## config.mk

```make
export PLATFORM = sky130hd
export DESIGN_NAME = sx_cycle_ctrl
export DESIGN_NICKNAME = d
export VERILOG_FILES = /design/src/rtl/sx_cycle_ctrl.sv
export SDC_FILE = /design/constraint.sdc
export NUM_CORES = 1
export LEC_CHECK = 0
export ABC_AREA = 1
export CAP_MARGIN = 20
export CORE_ASPECT_RATIO = 0.8
export CORE_MARGIN = 3
export CORE_UTILIZATION = 45
export DETAILED_ROUTE_END_ITERATION = 8
export PLACE_DENSITY = 0.86
export SYNTH_ARGS = -nofsm -noshare
export SYNTH_HDL_FRONTEND = slang
export SYNTH_SLANG_ARGS = --single-unit
```

## constraint.sdc

```tcl
create_clock -name clk -period 2.4 [get_ports clk]
set_input_delay 0.48 -clock clk [delete_from_list [all_inputs] [get_ports clk]]
set_output_delay 0.48 -clock clk [all_outputs]
set_load 0.03 [all_outputs]
```

## src/rtl/sx_cycle_ctrl.sv

```systemverilog
// Am386SX local-bus cycle controller: classifies ADS# cycles, hands mem/IO to one backend, drives READY#.
// Latency: req at ADS# edge k; READY# at max(ack edge + 1, k + WAIT + 1); internal cycles at k + 1.
// Backpressure: req held until tgt_ack or TIMEOUT clks elapse; ADS# ignored until the cycle returns to IDLE.
module sx_cycle_ctrl #(
    parameter int WAIT_MEM = 1,
    parameter int WAIT_IO  = 3,
    parameter int TIMEOUT  = 64
) (
    input  logic        clk,
    input  logic        reset,
    input  logic        ads_n,
    input  logic        mio,
    input  logic        dc,
    input  logic        wr,
    input  logic [1:0]  be_n,
    input  logic [22:0] addr,
    input  logic [15:0] cpu_din,
    output logic [15:0] cpu_dout,
    output logic        cpu_doe,
    output logic        ready_n,
    output logic        na_n,
    output logic        req,
    output logic        req_io,
    output logic        req_wr,
    output logic [22:0] req_addr,
    output logic [1:0]  req_be_n,
    output logic [15:0] req_wdata,
    input  logic        tgt_ack,
    input  logic [15:0] tgt_rdata,
    output logic        halt_cycle,
    output logic        timeout_err
);

    localparam int WCNT_W = $clog2(TIMEOUT + 1);
    localparam logic [WCNT_W-1:0] L_TO     = WCNT_W'(TIMEOUT);
    localparam logic [WCNT_W-1:0] L_TO_M1  = WCNT_W'(TIMEOUT - 1);
    localparam logic [WCNT_W-1:0] L_WMEM   = WCNT_W'(WAIT_MEM);
    localparam logic [WCNT_W-1:0] L_WIO    = WCNT_W'(WAIT_IO);

    typedef enum logic [1:0] {
        IDLE = 2'd0,
        BUSY = 2'd1,
        ENDC = 2'd2
    } state_t;

    state_t              r_state;
    logic [WCNT_W-1:0]   r_wcnt;
    logic [WCNT_W-1:0]   r_wait;
    logic                r_ack_seen;
    logic [15:0]         r_rdata;
    logic                r_doe;
    logic                r_ready_n;
    logic                r_req;
    logic                r_req_io;
    logic                r_req_wr;
    logic [22:0]         r_req_addr;
    logic [1:0]          r_req_be_n;
    logic                r_halt;
    logic                r_tout;

    logic                w_is_halt;
    logic                w_is_inta;
    logic [WCNT_W-1:0]   w_wait_new;

    // Cycle classification from the definition lines; halt and INTA complete internally with no wait
    always_comb begin
        w_is_halt  = mio & ~dc & wr;
        w_is_inta  = ~mio & ~dc & ~wr;
        w_wait_new = (w_is_halt | w_is_inta) ? '0 : (mio ? L_WMEM : L_WIO);
    end

    // Bus-cycle FSM: accept ADS# in IDLE, track backend ack/timeout in BUSY, release READY# in END
    always_ff @(posedge clk) begin
        if (reset) begin
            r_state    <= IDLE;
            r_wcnt     <= '0;
            r_wait     <= '0;
            r_ack_seen <= 1'b0;
            r_rdata    <= 16'h0000;
            r_doe      <= 1'b0;
            r_ready_n  <= 1'b1;
            r_req      <= 1'b0;
            r_req_io   <= 1'b0;
            r_req_wr   <= 1'b0;
            r_req_addr <= '0;
            r_req_be_n <= 2'b11;
            r_halt     <= 1'b0;
            r_tout     <= 1'b0;
        end else begin
            r_halt <= 1'b0;
            r_tout <= 1'b0;
            case (r_state)
                IDLE: begin
                    if (!ads_n) begin
                        r_req_addr <= addr;
                        r_req_be_n <= be_n;
                        r_req_io   <= ~mio;
                        r_req_wr   <= wr;
                        r_wcnt     <= '0;
                        r_wait     <= w_wait_new;
                        r_state    <= BUSY;
                        if (w_is_inta) begin
                            // Interrupt acknowledge returns a zero vector without the backend
                            r_ack_seen <= 1'b1;
                            r_rdata    <= 16'h0000;
                            r_doe      <= 1'b1;
                        end else if (w_is_halt) begin
                            r_ack_seen <= 1'b1;
                            r_halt     <= 1'b1;
                        end else begin
                            r_req <= 1'b1;
                        end
                    end
                end
                BUSY: begin
                    if (r_wcnt != L_TO) begin
                        r_wcnt <= r_wcnt + 1'b1;
                    end
                    // An ack on the same clk as the timeout takes priority
                    if (r_req && tgt_ack) begin
                        r_req      <= 1'b0;
                        r_ack_seen <= 1'b1;
                        if (!r_req_wr) begin
                            r_rdata <= tgt_rdata;
                            r_doe   <= 1'b1;
                        end
                    end else if (r_req && (r_wcnt == L_TO_M1)) begin
                        r_req      <= 1'b0;
                        r_ack_seen <= 1'b1;
                        r_rdata    <= 16'hFFFF;
                        r_tout     <= 1'b1;
                        if (!r_req_wr) begin
                            r_doe <= 1'b1;
                        end
                    end
                    if (r_ack_seen && (r_wcnt >= r_wait)) begin
                        r_ready_n <= 1'b0;
                        r_state   <= ENDC;
                    end
                end
                ENDC: begin
                    r_ready_n  <= 1'b1;
                    r_doe      <= 1'b0;
                    r_ack_seen <= 1'b0;
                    r_state    <= IDLE;
                end
                default: begin
                    r_state <= IDLE;
                end
            endcase
        end
    end

    assign cpu_dout    = r_rdata;
    assign cpu_doe     = r_doe;
    assign ready_n     = r_ready_n;
    assign na_n        = 1'b1;
    assign req         = r_req;
    assign req_io      = r_req_io;
    assign req_wr      = r_req_wr;
    assign req_addr    = r_req_addr;
    assign req_be_n    = r_req_be_n;
    assign req_wdata   = cpu_din;
    assign halt_cycle  = r_halt;
    assign timeout_err = r_tout;

endmodule

```

==> summary.md <==
| Metric | Value |
|---|---|
| Area Overhead vs Synth | `39.74%` |
| Initial antenna violation count | `0` |
| Vias in the first global route | `2646` |
| Largest cells by area after synthesis | `dfxtp_1 43%, nor2_1 13%, nand2_1 9.2%` |
| Post-layout util | `65.71%` |
| Boundary Pins | `129` |
| # rows | `25` |
| Htree depth | `3` |
| RePlAce Congestion | `0.8002` |
| Port Buf Inserts | `95` |
| Routed len/inst | `12.96 um` |
| Starting density of the core | `47.02%` |
| Status | `complete, no violations` |
| Width of the chip | `94.57 um` |
| WP buf/inv | `1` |
| Area fraction of the dominant cell type after synthesis | `42.53%` |
| Sequential area share after synthesis | `42.53%` |
| Cts hold-fix bufs | `0` |
| Setup TNS | `0 ns` |
| CTS tree | `built` |
| Post-layout min period | `1.950 ns` |
| Total CTS buffers | `9` |
| Pwr/cell area | `728.4 mW/mm2` |
| Post-CTS Setup Bufs | `0` |
| Avg Vias per Cell | `4.957` |
| Ys flop type | `dfxtp_1` |
| RSZ-0062 raised after global routing | `false` |
| Final period util | `81.23%` |
| Critical path, cell by cell | `ha_1 -> nand2_1 -> nor2_1 -> nand2_1 -> nand2_4 -> nand2_4 -> nor2_8 -> inv_2 -> nor2_1 -> nor2_1` |
| Post-Syn Nets | `461` |
| Top-count cell post-synth | `nor2_1` |
| Routed via count | `2781` |
| Slowest cell on the critical path | `dfxtp_1` |
| # setup viols final | `0` |
| WL final | `7.268 mm` |
| Distinct cells, synth | `28` |
| Fraction of synthesis flops using an asynchronous set or reset pin | `0%` |
| Ant diodes | `0` |
| Largest net degree at the start of global routing | `30` |
| CP Class | `flip-flop to flip-flop` |
| Layout cell share with drive strength beyond 1 | `10.63%` |
| CP delay by family, top | `simple AND/OR/NAND/NOR gates` |
| Die H | `76.86 um` |
| Critical path peak fanout | `17` |
| Overall fraction of global-route tracks in use | `21.12%` |
| Max-slew headroom | `65.05%` |
| Most area-hungry cell type in the Yosys netlist | `dfxtp_1` |
| Clock Tree Root | `clkbuf_8` |
| Clk_skew | `0.008650 ns` |
| Startpoint Class | `flip-flop` |
| Commonest cells in the netlist | `99 x nor2_1, 69 x nand2_1, 60 x dfxtp_1, 35 x o21ai_0, 18 x buf_4` |
| CP Capture Type | `flip-flop` |
| WP data required | `2.63 ns` |
| Post-cts repair resize count | `0` |
| Worst hold slack | `0.4586 ns` |
| 1st-pass router iterations | `5` |
| Worst Hold Class | `flip-flop to flip-flop` |
| Nets@finish | `543` |
| Starting DRC count in detailed routing | `154` |
| Cells after Synth | `393` |
| CTS Buffer Depth | `2` |
| Fmax | `512.9 MHz` |
| Worst stage delay on the critical path | `0.45 ns` |
| Core area | `0.006006 mm2` |
| Die area | `0.007268 mm2` |
| DRC violations left | `0` |
| FILL cells | `505` |
| HPWL Detailed | `5.293 mm` |
| Global-route wire length before repair | `12.12 mm` |
| Leak Pwr | `0.001634 uW` |
| Slew Limit Fails | `0` |
| Post-synth EDFFs | `0` |
| Syn avg cell area | `7.186 um2` |
| Gr ovfl total | `0` |
| Worst-margin pin slew | `0.5210 ns` |
| CTS sink count | `60` |
| Worst-Skew Late Latency | `0.33 ns` |
| Syn Std Cell Area | `0.002824 mm2` |
| CTS clock-pin slew for the worst setup and hold paths | `0.07 ns` |
| Max cap viols | `0` |
| Synthesis-stage register bit count | `60` |
| Worst EP arrival | `2.18 ns` |
| Most used cell, CP | `nor2_1` |
| Synthesis Warnings | `0` |
| Hold Fails Final Rpt | `0` |
| DRT antenna net count | `0` |
| Peak supply drop | `0.0004512 V` |
-- worst min-delay path: cells and delay by family, from the launching register on --
| kind | cells | cell delay (ns) |
|---|---|---|
| AO/OA/AOI/OAI | 1 | 0.06 |
| AND/OR/NAND/NOR | 1 | 0.05 |
| flip-flops | 1 | 0.31 |
-- placed cells by master, fill, tap and decap left out, types with 3 or more instances in the layout --
cell,instances
dfxtp_1,60
o21ai_0,35
ha_1,4
inv_1,16
nand4_1,6
clkinv_2,3
clkbuf_8,10
nor3_1,3
nor2_2,13
o21bai_1,9
buf_4,9
nand2_2,4
a21oi_1,14
nor2_1,99
inv_2,3
clkdlybuf4s50_1,95
nand3_1,14
nand2_1,69
-- cell type report --
| type | instances | area, um2 | area share (%) |
|---|---|---|---|
| clock buffers | 11 | 141.4 | 3.583 |
| multi-input cells | 280 | 1334 | 33.80 |
| repair buffers | 104 | 1018 | 25.81 |
| inverters | 20 | 75.07 | 1.902 |
| flip-flops and latches | 60 | 1201 | 30.44 |
| well taps | 81 | 101.3 | 2.568 |
| clock inverters | 5 | 75.07 | 1.902 |
-- registers in the layout, summed over array words and instances, names as in the netlist, 2 cells and up --
register and cells:
cpu_dout 16, r_state 2, r_wait 2, r_wcnt 7, req_addr 23, req_be_n 2
-- cells by family (layout without fill, tap and decap cells) --
| family | Yosys count | count (layout) | synth area share (%) |
|---|---|---|---|
| AO/OA/AOI/OAI | 58 | 58 | 11.08 |
| adder cells (fa/ha/maj) | 4 | 4 | 1.772 |
| buffers and inverters | 53 | 140 | 10.23 |
| flip-flops | 60 | 60 | 42.53 |
| other | 1 | 1 | 0.1328 |
| AND/OR/NAND/NOR | 217 | 217 | 34.25 |
-- metal layers --
layer / wire length (um) / GRT usage [%] / vias to the layer above / part of all wire (%)
li1: - / - / 1397 / -
met1: 3089 / 24.48 / 1293 / 43
met2: 3632 / 34.77 / 76 / 50
met3: 460 / 8.039 / 15 / 6.3
met4: 85 / 8.646 / 0 / 1.2
met5: 0 / 0 / - / 0
-- stage by stage --
stage	std cells	total power, uW	area [um2]	worst slack (ns)
after floorplan	393	1650	2824	0.8061
after global placement	545	1887	3730	0.2931
after detailed placement	545	1903	3730	0.2279
after CTS	561	2899	3946	0.4392
after global routing	561	3013	3946	0.2246
final	561	2874	3946	0.4505
-- power breakdown --
| part | internal, uW | total, uW | switching (uW) | leakage, uW |
|---|---|---|---|---|
| Sequential | 1080 | 1140 | 55.1 | 0.000494 |
| Clock | 608 | 993 | 385 | 0.000113 |
| Combinational | 315 | 742 | 427 | 0.00103 |
-- worst paths after layout --
check	cells after the start	slack [ns]	to	from
setup / recovery	10	0.45	cpu_dout[14]$_SDFFE_PP0P_	r_wcnt[1]$_SDFFE_PP0P_
hold / removal	2	0.46	ready_n$_SDFFE_PP1P_	ready_n$_SDFFE_PP1P_
setup reg to reg	10	0.45	cpu_dout[14]$_SDFFE_PP0P_	r_wcnt[1]$_SDFFE_PP0P_
hold reg to reg	2	0.46	ready_n$_SDFFE_PP1P_	ready_n$_SDFFE_PP1P_
No activity file was read; power rests on OpenSTA's default activity.
